### src/rtl/esp32_boot_pkg.sv
// ---------------------------------------------------------------------------
// esp32_boot_pkg
//   Shared definitions for the ESP32 boot sequencer:
//   - boot_state_e : 3-bit FSM state encoding, also exported on state_o
//   - en_req_f     : esptool auto-reset decode of DTR/RTS into the EN request
//   - gpio0_req_f  : esptool auto-reset decode of DTR/RTS into the GPIO0 strap
// ---------------------------------------------------------------------------
package esp32_boot_pkg;

    localparam int unsigned StateW = 3;

    typedef enum logic [StateW-1:0] {
        S_PWRUP = 3'd0,
        S_RUN   = 3'd1,
        S_RESET = 3'd2,
        S_BOOT  = 3'd3
    } boot_state_e;

    // Both inputs are the active-low FTDI lines after synchronization.
    function automatic logic en_req_f(input logic ndtr, input logic nrts);
        return nrts | ~ndtr;
    endfunction

    function automatic logic gpio0_req_f(input logic ndtr, input logic nrts);
        return ndtr | ~nrts;
    endfunction

endpackage

### src/rtl/esp32_sync2.sv
// ---------------------------------------------------------------------------
// esp32_sync2
//   Two-flop synchronizer for one asynchronous input.
//   Ports:
//     clk_i   in  1  destination clock
//     reset_i in  1  synchronous active-high reset (both flops load ResetVal)
//     d_i     in  1  asynchronous input
//     q_o     out 1  synchronized output
// ---------------------------------------------------------------------------
module esp32_sync2 #(
    parameter logic ResetVal = 1'b1
) (
    input  logic clk_i,
    input  logic reset_i,
    input  logic d_i,
    output logic q_o
);

    logic [1:0] sync_q;
    logic [1:0] sync_d;

    always_comb begin
        sync_d = {sync_q[0], d_i};
    end

    always_ff @(posedge clk_i) begin
        if (reset_i) begin
            sync_q <= {2{ResetVal}};
        end else begin
            sync_q <= sync_d;
        end
    end

    assign q_o = sync_q[1];

endmodule

### src/rtl/esp32_boot_sequencer.sv
// ---------------------------------------------------------------------------
// esp32_boot_sequencer
//   Sequences ESP32 reset and boot-mode entry for the ESP32 passthru path.
//   Decodes esptool DTR/RTS auto-reset into EN/GPIO0 levels, holds EN low
//   after power-up, grants the passthru the SD/GPIO2,4,12,13 lines while the
//   ESP32 is in its bootloader, and issues a sticky programn request when
//   BTN0 is held long enough.
//
//   Ports:
//     clk_25mhz    in   1  system clock
//     reset        in   1  synchronous active-high reset
//     ftdi_ndtr    in   1  async FTDI DTR (active low)
//     ftdi_nrts    in   1  async FTDI RTS (active low)
//     ftdi_txd     in   1  async host->ESP32 UART (only with ESP32_TXD_REARM_EN)
//     btn0_n       in   1  async BTN0 (0 = pressed)
//     en_out       out  1  1 = release ESP32 EN, 0 = hold in reset
//     gpio0_out    out  1  ESP32 GPIO0 strap level
//     sd_own       out  1  1 = passthru owns SD/GPIO2,4,12,13 lines
//     programn_out out  1  0 = request FPGA reconfig (sticky until reset)
//     state_o      out  3  current FSM state
//
//   Build option:
//     ESP32_TXD_REARM_EN  when defined, every synchronized ftdi_txd edge in
//                         S_BOOT restarts the SD release timeout.
//
//   Timers fire on the clock edge at which the counter's MSB first becomes
//   set, i.e. exactly 2^n clocks after the counter was cleared.
// ---------------------------------------------------------------------------
module esp32_boot_sequencer
    import esp32_boot_pkg::*;
#(
    parameter int unsigned C_progndelay           = 16,
    parameter int unsigned C_powerup_en_time      = 0,
    parameter int unsigned C_prog_release_timeout = 26
) (
    input  logic              clk_25mhz,
    input  logic              reset,
    input  logic              ftdi_ndtr,
    input  logic              ftdi_nrts,
    input  logic              ftdi_txd,
    input  logic              btn0_n,
    output logic              en_out,
    output logic              gpio0_out,
    output logic              sd_own,
    output logic              programn_out,
    output logic [StateW-1:0] state_o
);

    localparam int unsigned PwrW = C_powerup_en_time + 1;
    localparam int unsigned ToW  = C_prog_release_timeout + 1;
    localparam int unsigned PgW  = C_progndelay + 1;
    localparam boot_state_e InitState = (C_powerup_en_time > 0) ? S_PWRUP : S_RUN;

    // ---------------------------------------------------------------------
    // Input synchronizers (idle level of every input is 1)
    // ---------------------------------------------------------------------
    logic ndtr_s;
    logic nrts_s;
    logic btn0_n_s;
    logic txd_s;

    esp32_sync2 #(.ResetVal(1'b1)) u_sync_ndtr (
        .clk_i   (clk_25mhz),
        .reset_i (reset),
        .d_i     (ftdi_ndtr),
        .q_o     (ndtr_s)
    );

    esp32_sync2 #(.ResetVal(1'b1)) u_sync_nrts (
        .clk_i   (clk_25mhz),
        .reset_i (reset),
        .d_i     (ftdi_nrts),
        .q_o     (nrts_s)
    );

    esp32_sync2 #(.ResetVal(1'b1)) u_sync_btn0 (
        .clk_i   (clk_25mhz),
        .reset_i (reset),
        .d_i     (btn0_n),
        .q_o     (btn0_n_s)
    );

    esp32_sync2 #(.ResetVal(1'b1)) u_sync_txd (
        .clk_i   (clk_25mhz),
        .reset_i (reset),
        .d_i     (ftdi_txd),
        .q_o     (txd_s)
    );

    logic en_req;
    logic gpio0_req;

    assign en_req    = en_req_f(ndtr_s, nrts_s);
    assign gpio0_req = gpio0_req_f(ndtr_s, nrts_s);

    // ---------------------------------------------------------------------
    // Host UART activity detect
    // ---------------------------------------------------------------------
    logic txd_edge;

`ifdef ESP32_TXD_REARM_EN
    logic txd_prev_q;
    logic txd_prev_d;

    always_comb begin
        txd_prev_d = txd_s;
    end

    always_ff @(posedge clk_25mhz) begin
        if (reset) begin
            txd_prev_q <= 1'b1;
        end else begin
            txd_prev_q <= txd_prev_d;
        end
    end

    assign txd_edge = txd_s ^ txd_prev_q;
`else
    logic unused_txd;

    assign unused_txd = txd_s;
    assign txd_edge   = 1'b0;
`endif

    // ---------------------------------------------------------------------
    // State, counters and registered outputs
    // ---------------------------------------------------------------------
    boot_state_e state_q, state_d;
    logic [PwrW-1:0] pwr_cnt_q, pwr_cnt_d;
    logic [ToW-1:0]  to_cnt_q, to_cnt_d;
    logic [PgW-1:0]  pg_cnt_q, pg_cnt_d;
    logic            en_out_q, en_out_d;
    logic            gpio0_out_q, gpio0_out_d;
    logic            sd_own_q, sd_own_d;
    logic            programn_q, programn_d;

    // Next state. Counters default to zero so every state entry clears them.
    always_comb begin
        state_d   = state_q;
        pwr_cnt_d = '0;
        to_cnt_d  = '0;

        case (state_q)
            S_PWRUP: begin
                pwr_cnt_d = pwr_cnt_q + PwrW'(1);
                if (pwr_cnt_d[PwrW-1]) begin
                    state_d   = S_RUN;
                    pwr_cnt_d = '0;
                end
            end
            S_RUN: begin
                if (!en_req) begin
                    state_d = S_RESET;
                end
            end
            S_RESET: begin
                if (en_req) begin
                    state_d = gpio0_req ? S_RUN : S_BOOT;
                end
            end
            S_BOOT: begin
                to_cnt_d = txd_edge ? '0 : to_cnt_q + ToW'(1);
                // A new reset request beats a timeout landing in the same cycle.
                if (!en_req) begin
                    state_d  = S_RESET;
                    to_cnt_d = '0;
                end else if (to_cnt_d[ToW-1]) begin
                    state_d  = S_RUN;
                    to_cnt_d = '0;
                end
            end
            default: begin
                state_d = S_RUN;
            end
        endcase
    end

    // Outputs are decoded from the next state so they update on the same
    // edge as the state register (2 sync + 1 register latency).
    always_comb begin
        en_out_d    = 1'b0;
        gpio0_out_d = 1'b1;
        sd_own_d    = 1'b0;

        case (state_d)
            S_PWRUP: begin
                en_out_d = 1'b0;
            end
            S_RUN: begin
                en_out_d = 1'b1;
            end
            S_RESET: begin
                en_out_d    = 1'b0;
                gpio0_out_d = gpio0_req;
            end
            S_BOOT: begin
                en_out_d    = 1'b1;
                gpio0_out_d = gpio0_req;
                sd_own_d    = 1'b1;
            end
            default: begin
                en_out_d = 1'b0;
            end
        endcase
    end

    // BTN0 hold timer; once programn fires the counter freezes until reset.
    always_comb begin
        pg_cnt_d   = pg_cnt_q;
        programn_d = programn_q;

        if (programn_q) begin
            if (!btn0_n_s) begin
                pg_cnt_d = pg_cnt_q + PgW'(1);
                if (pg_cnt_d[PgW-1]) begin
                    programn_d = 1'b0;
                end
            end else begin
                pg_cnt_d = '0;
            end
        end
    end

    always_ff @(posedge clk_25mhz) begin
        if (reset) begin
            state_q     <= InitState;
            pwr_cnt_q   <= '0;
            to_cnt_q    <= '0;
            pg_cnt_q    <= '0;
            en_out_q    <= 1'b0;
            gpio0_out_q <= 1'b1;
            sd_own_q    <= 1'b0;
            programn_q  <= 1'b1;
        end else begin
            state_q     <= state_d;
            pwr_cnt_q   <= pwr_cnt_d;
            to_cnt_q    <= to_cnt_d;
            pg_cnt_q    <= pg_cnt_d;
            en_out_q    <= en_out_d;
            gpio0_out_q <= gpio0_out_d;
            sd_own_q    <= sd_own_d;
            programn_q  <= programn_d;
        end
    end

    assign en_out       = en_out_q;
    assign gpio0_out    = gpio0_out_q;
    assign sd_own       = sd_own_q;
    assign programn_out = programn_q;
    assign state_o      = state_q;

endmodule

### config.mk
export PLATFORM = sky130hd
export DESIGN_NAME = esp32_boot_sequencer
export DESIGN_NICKNAME = d
export VERILOG_FILES = /design/src/rtl/esp32_boot_pkg.sv /design/src/rtl/esp32_sync2.sv /design/src/rtl/esp32_boot_sequencer.sv
export SDC_FILE = /design/constraint.sdc
export NUM_CORES = 1
export LEC_CHECK = 0
export CAP_MARGIN = 20
export CORE_MARGIN = 4
export CORE_UTILIZATION = 52
export CTS_CLUSTER_DIAMETER = 50
export CTS_CLUSTER_SIZE = 40
export DETAILED_ROUTE_END_ITERATION = 8
export GPL_TIMING_DRIVEN = 1
export PLACE_DENSITY = 0.75
export SLEW_MARGIN = 25
export SYNTH_ARGS = -nofsm -noshare
export SYNTH_HDL_FRONTEND = slang
export SYNTH_HIERARCHICAL = 1
export SYNTH_SLANG_ARGS = --single-unit
export TNS_END_PERCENT = 30
### constraint.sdc
create_clock -name clk_25mhz -period 3.6 [get_ports clk_25mhz]
set_clock_uncertainty 0.1 [all_clocks]
set_input_delay 0.72 -clock clk_25mhz [delete_from_list [all_inputs] [get_ports clk_25mhz]]
set_output_delay 0.72 -clock clk_25mhz [all_outputs]
set_load 0.02 [all_outputs]
======== After elaboration in Yosys (flattened, before gate mapping) ========
Index checks and enable logic that the tools add are counted.
word-level totals
  bits of input ports ..................... 6
  word-level logic and storage cells ...... 43
  output and inout port bits .............. 7
  register bits after elaboration ......... 57
operators by class
  multiplexer cells ....................... 12
  $add $sub $neg .......................... 2
  eq/ne operators ......................... 6
  reduce and logical (&&, ||, !) cells .... 5
  bitwise gates (word level) .............. 7
operators by type and width
  operator                                                         number
  27-bit by 1-bit adder with 27-bit output, second input constant  1
  17-bit by 1-bit adder with 17-bit output, second input constant  1
  17-bit two-way mux                                               1
  3-bit by 2-bit == test with 1-bit output, second input constant  4
  3-bit two-way mux                                                4
  3-bit one-hot mux with 3 select lines                            1
  3-bit by 1-bit == test with 1-bit output, second input constant  2
  2-bit OR reduction                                               3
  1-bit two-way mux                                                5
  1-bit NOT                                                        5
  4-bit OR reduction                                               1
  3-bit OR reduction                                               1
  2-bit two-way mux                                                1
  1-bit OR                                                         2

======== Longest topological paths before layout ========
  word-level depth ........................ 9
  depth in mapped cells ................... 6
  gate-level depth less buffers ........... 5

======== Cells and area by module ========
Netlist, hierarchy kept.
by module, submodules not included
  module                cells each  area an instance (sq um)  sequential area each (sq um)  times used
  esp32_boot_sequencer  255         2228.4                    1001.0                        1
  esp32_sync2           4           52.6                      40.0                          3

======== Worst setup path after synthesis ========
OpenSTA, ideal clock, no wires.
  kind .................................... flip-flop to flip-flop
  start point ............................. register to_cnt_q[0]
  end point ............................... register state_q[1], in the netlist state_o[1]
  path buffers ............................ 0
  arrival time ............................ 1.731 ns
  clock period less this slack ............ 1.951 ns
  library setup time ...................... 0.120 ns
  cell stages (with the launch flop) ...... 6
  path slack .............................. 1.649 ns
  data required time ...................... 3.380 ns
  cell sequence ........................... dfxtp_1 ha_1 nand3_1 or4_4 or2_1 o31a_1
on the way
  cells in the longest elaborated chain, start to end .. 4
ends and longest elaborated chain
  item                                      line                         RTL
  start: declaration                        esp32_boot_sequencer.sv:130  logic [ToW-1:0] to_cnt_q, to_cnt_d;
  start signal: assignment                  esp32_boot_sequencer.sv:237  to_cnt_q <= to_cnt_d;
  27-bit by 1-bit adder with 27-bit output  esp32_boot_sequencer.sv:162  to_cnt_d = txd_edge ? '0 : to_cnt_q + ToW'(1);
  3-bit two-way mux                         esp32_boot_sequencer.sv:167  end else if (to_cnt_d[ToW-1]) begin
  3-bit two-way mux                         esp32_boot_sequencer.sv:164  if (!en_req) begin
  3-bit one-hot mux with 3 select lines     esp32_boot_sequencer.sv:143  case (state_q)
  end signal: assignment                    esp32_boot_sequencer.sv:226  state_q <= InitState;
  end signal: assignment                    esp32_boot_sequencer.sv:235  state_q <= state_d;
  end: declaration                          esp32_boot_sequencer.sv:128  boot_state_e state_q, state_d;
No other way between the ends.
A chain may end at the register's enable or synchronous reset.

======== Final worst setup path ========
  start point ............................. register to_cnt_q[0]
  end point ............................... register to_cnt_q[10]
on the way
  cells in the longest elaborated chain, start to end .. 2
ends and longest elaborated chain
  item                                          line
  27-bit by 1-bit adder with 27-bit output (*)  esp32_boot_sequencer.sv:162
  4-bit OR reduction (no line)                  -
Mark *: on every way between the ends. The rest lies on a longest branch, timed or not.

==> results_dict.tcl <==
set metrics [dict create \
    finalSetupTns_ns 0 \
    rows 24 \
    grt_use_total_pct 16.7 \
    grt_max_degree 25 \
    dpl_worst_slack_ns 1.08 \
    grt-busiest-layer "met2" \
    holdPathStages 1 \
    cp_data_required_time_ns 3.66 \
    via_per_inst 5.64 \
    grt_pass1_wl_um 7480 \
    yosys_warnings 6 \
    syn2layout_area_growth_pct 9.91 \
    synth_cells 267 \
    drive_gt1_share_pct 4.29 \
    mostFrequentLayoutCells "dfxtp_1 (56), nor2_1 (31), nand3_1 (22)" \
    met3_usage_pct 4.62 \
    ant_nets 0 \
    ff2ff_setup_slack_ns 1.11 \
    wl_per_cell_um 12.4 \
    critPathBufInv 0 \
    slew_viol_final 0 \
    syn_avg_cell_area_um2 8.94 \
    rsz0062_at_grt "false" \
    cts.path.max_buffers 2 \
    grt_overflow 0 \
    syn_nets 275 \
    place_congestion 0.810 \
    slew_headroom_pct 36.3 \
    hold-worst-slack_ns 0.312 \
    grt_use_met2_pct 26.0 \
    drtPass1Iterations 4 \
    final_common_cell "dfxtp_1" \
    power_leakage_nw 0.823 \
    antenna_found_initial 0 \
    cp_slowest_cell "o21bai_2" \
    htree_levels 2 \
    synth.cell_area_um2 2390 \
    yosysTopAreaCell "dfxtp_1" \
    cts_buffers 5 \
    drt_iter0_markers 111 \
    synth_edf_count 0 \
    cp-end-kind "flip-flop" \
    nNetsFinal 287 \
    synth_top_cell_area_share_pct 47.0 \
    tightest_slew_ns 0.954 \
    cp-endpoint "to_cnt_q[10]" \
    worstPathMaxFanout 24 \
    hold_viol 0 \
    crit_arrival_ns 2.55 \
    setup_violations 0 \
    finalCritPeriodShare_pct 69.1 \
    max-vdd-ir-drop_v 0.000258 \
    portBuffers 11 \
    root_buffer "clkbuf_8" \
    fin_ws_ns 1.11 \
    fp.dieW_um 75.7 \
    cap_viol_max_count 0 \
    hp-class "flip-flop to flip-flop" \
    clk_latency_ns 0.30 \
    synth-seq-area-share_pct 47.0 \
    synth_area_leaders "dfxtp_1 (47%), xor2_1 (5.5%), nor2_1 (4.9%)" \
    async_flop_share_pct 0 \
    crit_cells 5 \
    synth_seq_cells 56 \
    grt_pass1_vias 1763 \
    worstReg2RegStart "to_cnt_q[0]" \
    core_region_area_um2 4380 \
    cts-resized-gates 0 \
    powerDensity_nw_per_um2 379 \
    layout_min_cycle_time_ns 2.49 \
    clkTransAtPathRegs_ns 0.09 \
    ys_types 39 \
    cpPeakStageDelay_ns 0.75 \
    die_h_um 75.7 \
    drc_errors 0 \
    postCtsHoldBufs 0 \
    reg2reg_to "to_cnt_q[10]" \
    use_met1_pct 22.3 \
    status "completed" \
    tritoncts "built" \
    path_delay_family "simple AND/OR/NAND/NOR gates" \
    cp-startpoint "to_cnt_q[0]" \
    vias 1873 \
    antenna_cells 0 \
    clock-sinks 56 \
    pin_count 13 \
    path_class "flip-flop to flip-flop" \
    routed_wl_um 4120 \
    worst_r2r_path_depth 5 \
    synth_flop_cell "dfxtp_1" \
    fmax_ghz 0.402 \
    start_util_pct 54.4 \
    critical_path.startpoint_type "flip-flop" \
    die_area_um2 5740 \
    hpwl_um 2850 \
    crit_chain "ha_1 > nand3_1 > or4_4 > o21bai_2 > nor2_1" \
    post_cts_buffers 0 \
]
layout make-up:
type                       count  area (um^2)
inverter                       5         18.8
sequential                    56         1120
fill                         399         1760
tap                           52         65.1
clock buffer                   6         82.6
multi-input combinational    200         1210
timing repair buffer          11          110
clock inverter                 2         10.0
through the flow:
| step | cell area (um^2) | power [mW] | instances | util (%) |
|---|---|---|---|---|
| 2_1_floorplan | 2390 | 0.653 | 267 | - |
| 3_3_place_gp | 2530 | 0.664 | 324 | 57.7 |
| 3_5_place_dp | 2530 | 0.665 | 324 | 57.7 |
| 4_1_cts | 2620 | 1.01 | 332 | 59.8 |
| 5_1_grt | 2620 | 1.03 | 332 | 59.8 |
| 6_report | 2620 | 0.993 | 332 | 59.8 |
synthesized netlist by cell type, types with 2 or more instances:
cell	n
o31ai_1	5
nor4_1	2
xor2_1	15
dfxtp_1	56
or3_1	12
nor2_1	31
xnor2_1	10
nand4_1	14
buf_4	2
ha_1	2
or2_1	7
nor2b_1	3
a21o_1	2
o21ai_0	15
or4_1	6
inv_1	5
a21oi_1	17
nand2_1	9
nor3_1	2
and4_1	5
nand3_1	22
clkbuf_1	2
and3_1	7
state kept, by name, summed over array words and instances (netlist names):
name                count
to_cnt_q               26
pg_cnt_q               17
state_o                 3
u_sync_btn0/sync_q      2
u_sync_ndtr/sync_q      2
u_sync_nrts/sync_q      2
en_out                  1
gpio0_out               1
programn_out            1
sd_own                  1
worst reg2reg max path: cells and delay by family, from the launching register on:
| kind | cells | cell delay (ns) |
|---|---|---|
| and+or+nand+nor | 3 | 0.79 |
| AOI/OAI and AO/OA | 1 | 0.75 |
| DFF | 1 | 0.43 |
| adders and majority gates | 1 | 0.27 |
cells by family after synthesis:
logic type / after synthesis / share of synthesized area, %
AOI/OAI and AO/OA: 44 / 10.8
xor gates and xnor gates: 25 / 9.18
adders and majority gates: 2 / 1.05
buffers and inverters: 11 / 2.10
DFF: 56 / 47.0
muxes: 1 / 0.420
other: 1 / 0.157
and+or+nand+nor: 127 / 29.3
metal layers:
layer | wire (um) | up-vias
li1 | - | 986
met1 | 2030 | 856
met2 | 1910 | 29
met3 | 148 | 2
met4 | 25 | 0
met5 | 0 | -
where the power goes:
part           total, mW  switching [mW]  internal (mW)
sequential         0.627         0.00303          0.624
clock              0.343           0.189          0.154
combinational     0.0223          0.0108         0.0115
total              0.993           0.203          0.790
worst min-delay path by stage:
stage	slack (ns)	to	startpoint
2_1_floorplan	0.28	u_sync_btn0/sync_q[1]	u_sync_btn0/sync_q[0]
3_3_place_gp	0.28	u_sync_ndtr/sync_q[1]	u_sync_ndtr/sync_q[0]
3_5_place_dp	0.29	u_sync_nrts/sync_q[1]	u_sync_nrts/sync_q[0]
4_1_cts	0.31	u_sync_nrts/sync_q[1]	u_sync_nrts/sync_q[0]
5_1_grt	0.32	u_sync_btn0/sync_q[1]	u_sync_btn0/sync_q[0]
6_report	0.31	u_sync_btn0/sync_q[1]	u_sync_btn0/sync_q[0]
Note: power is estimated with default switching activity, not from simulation.
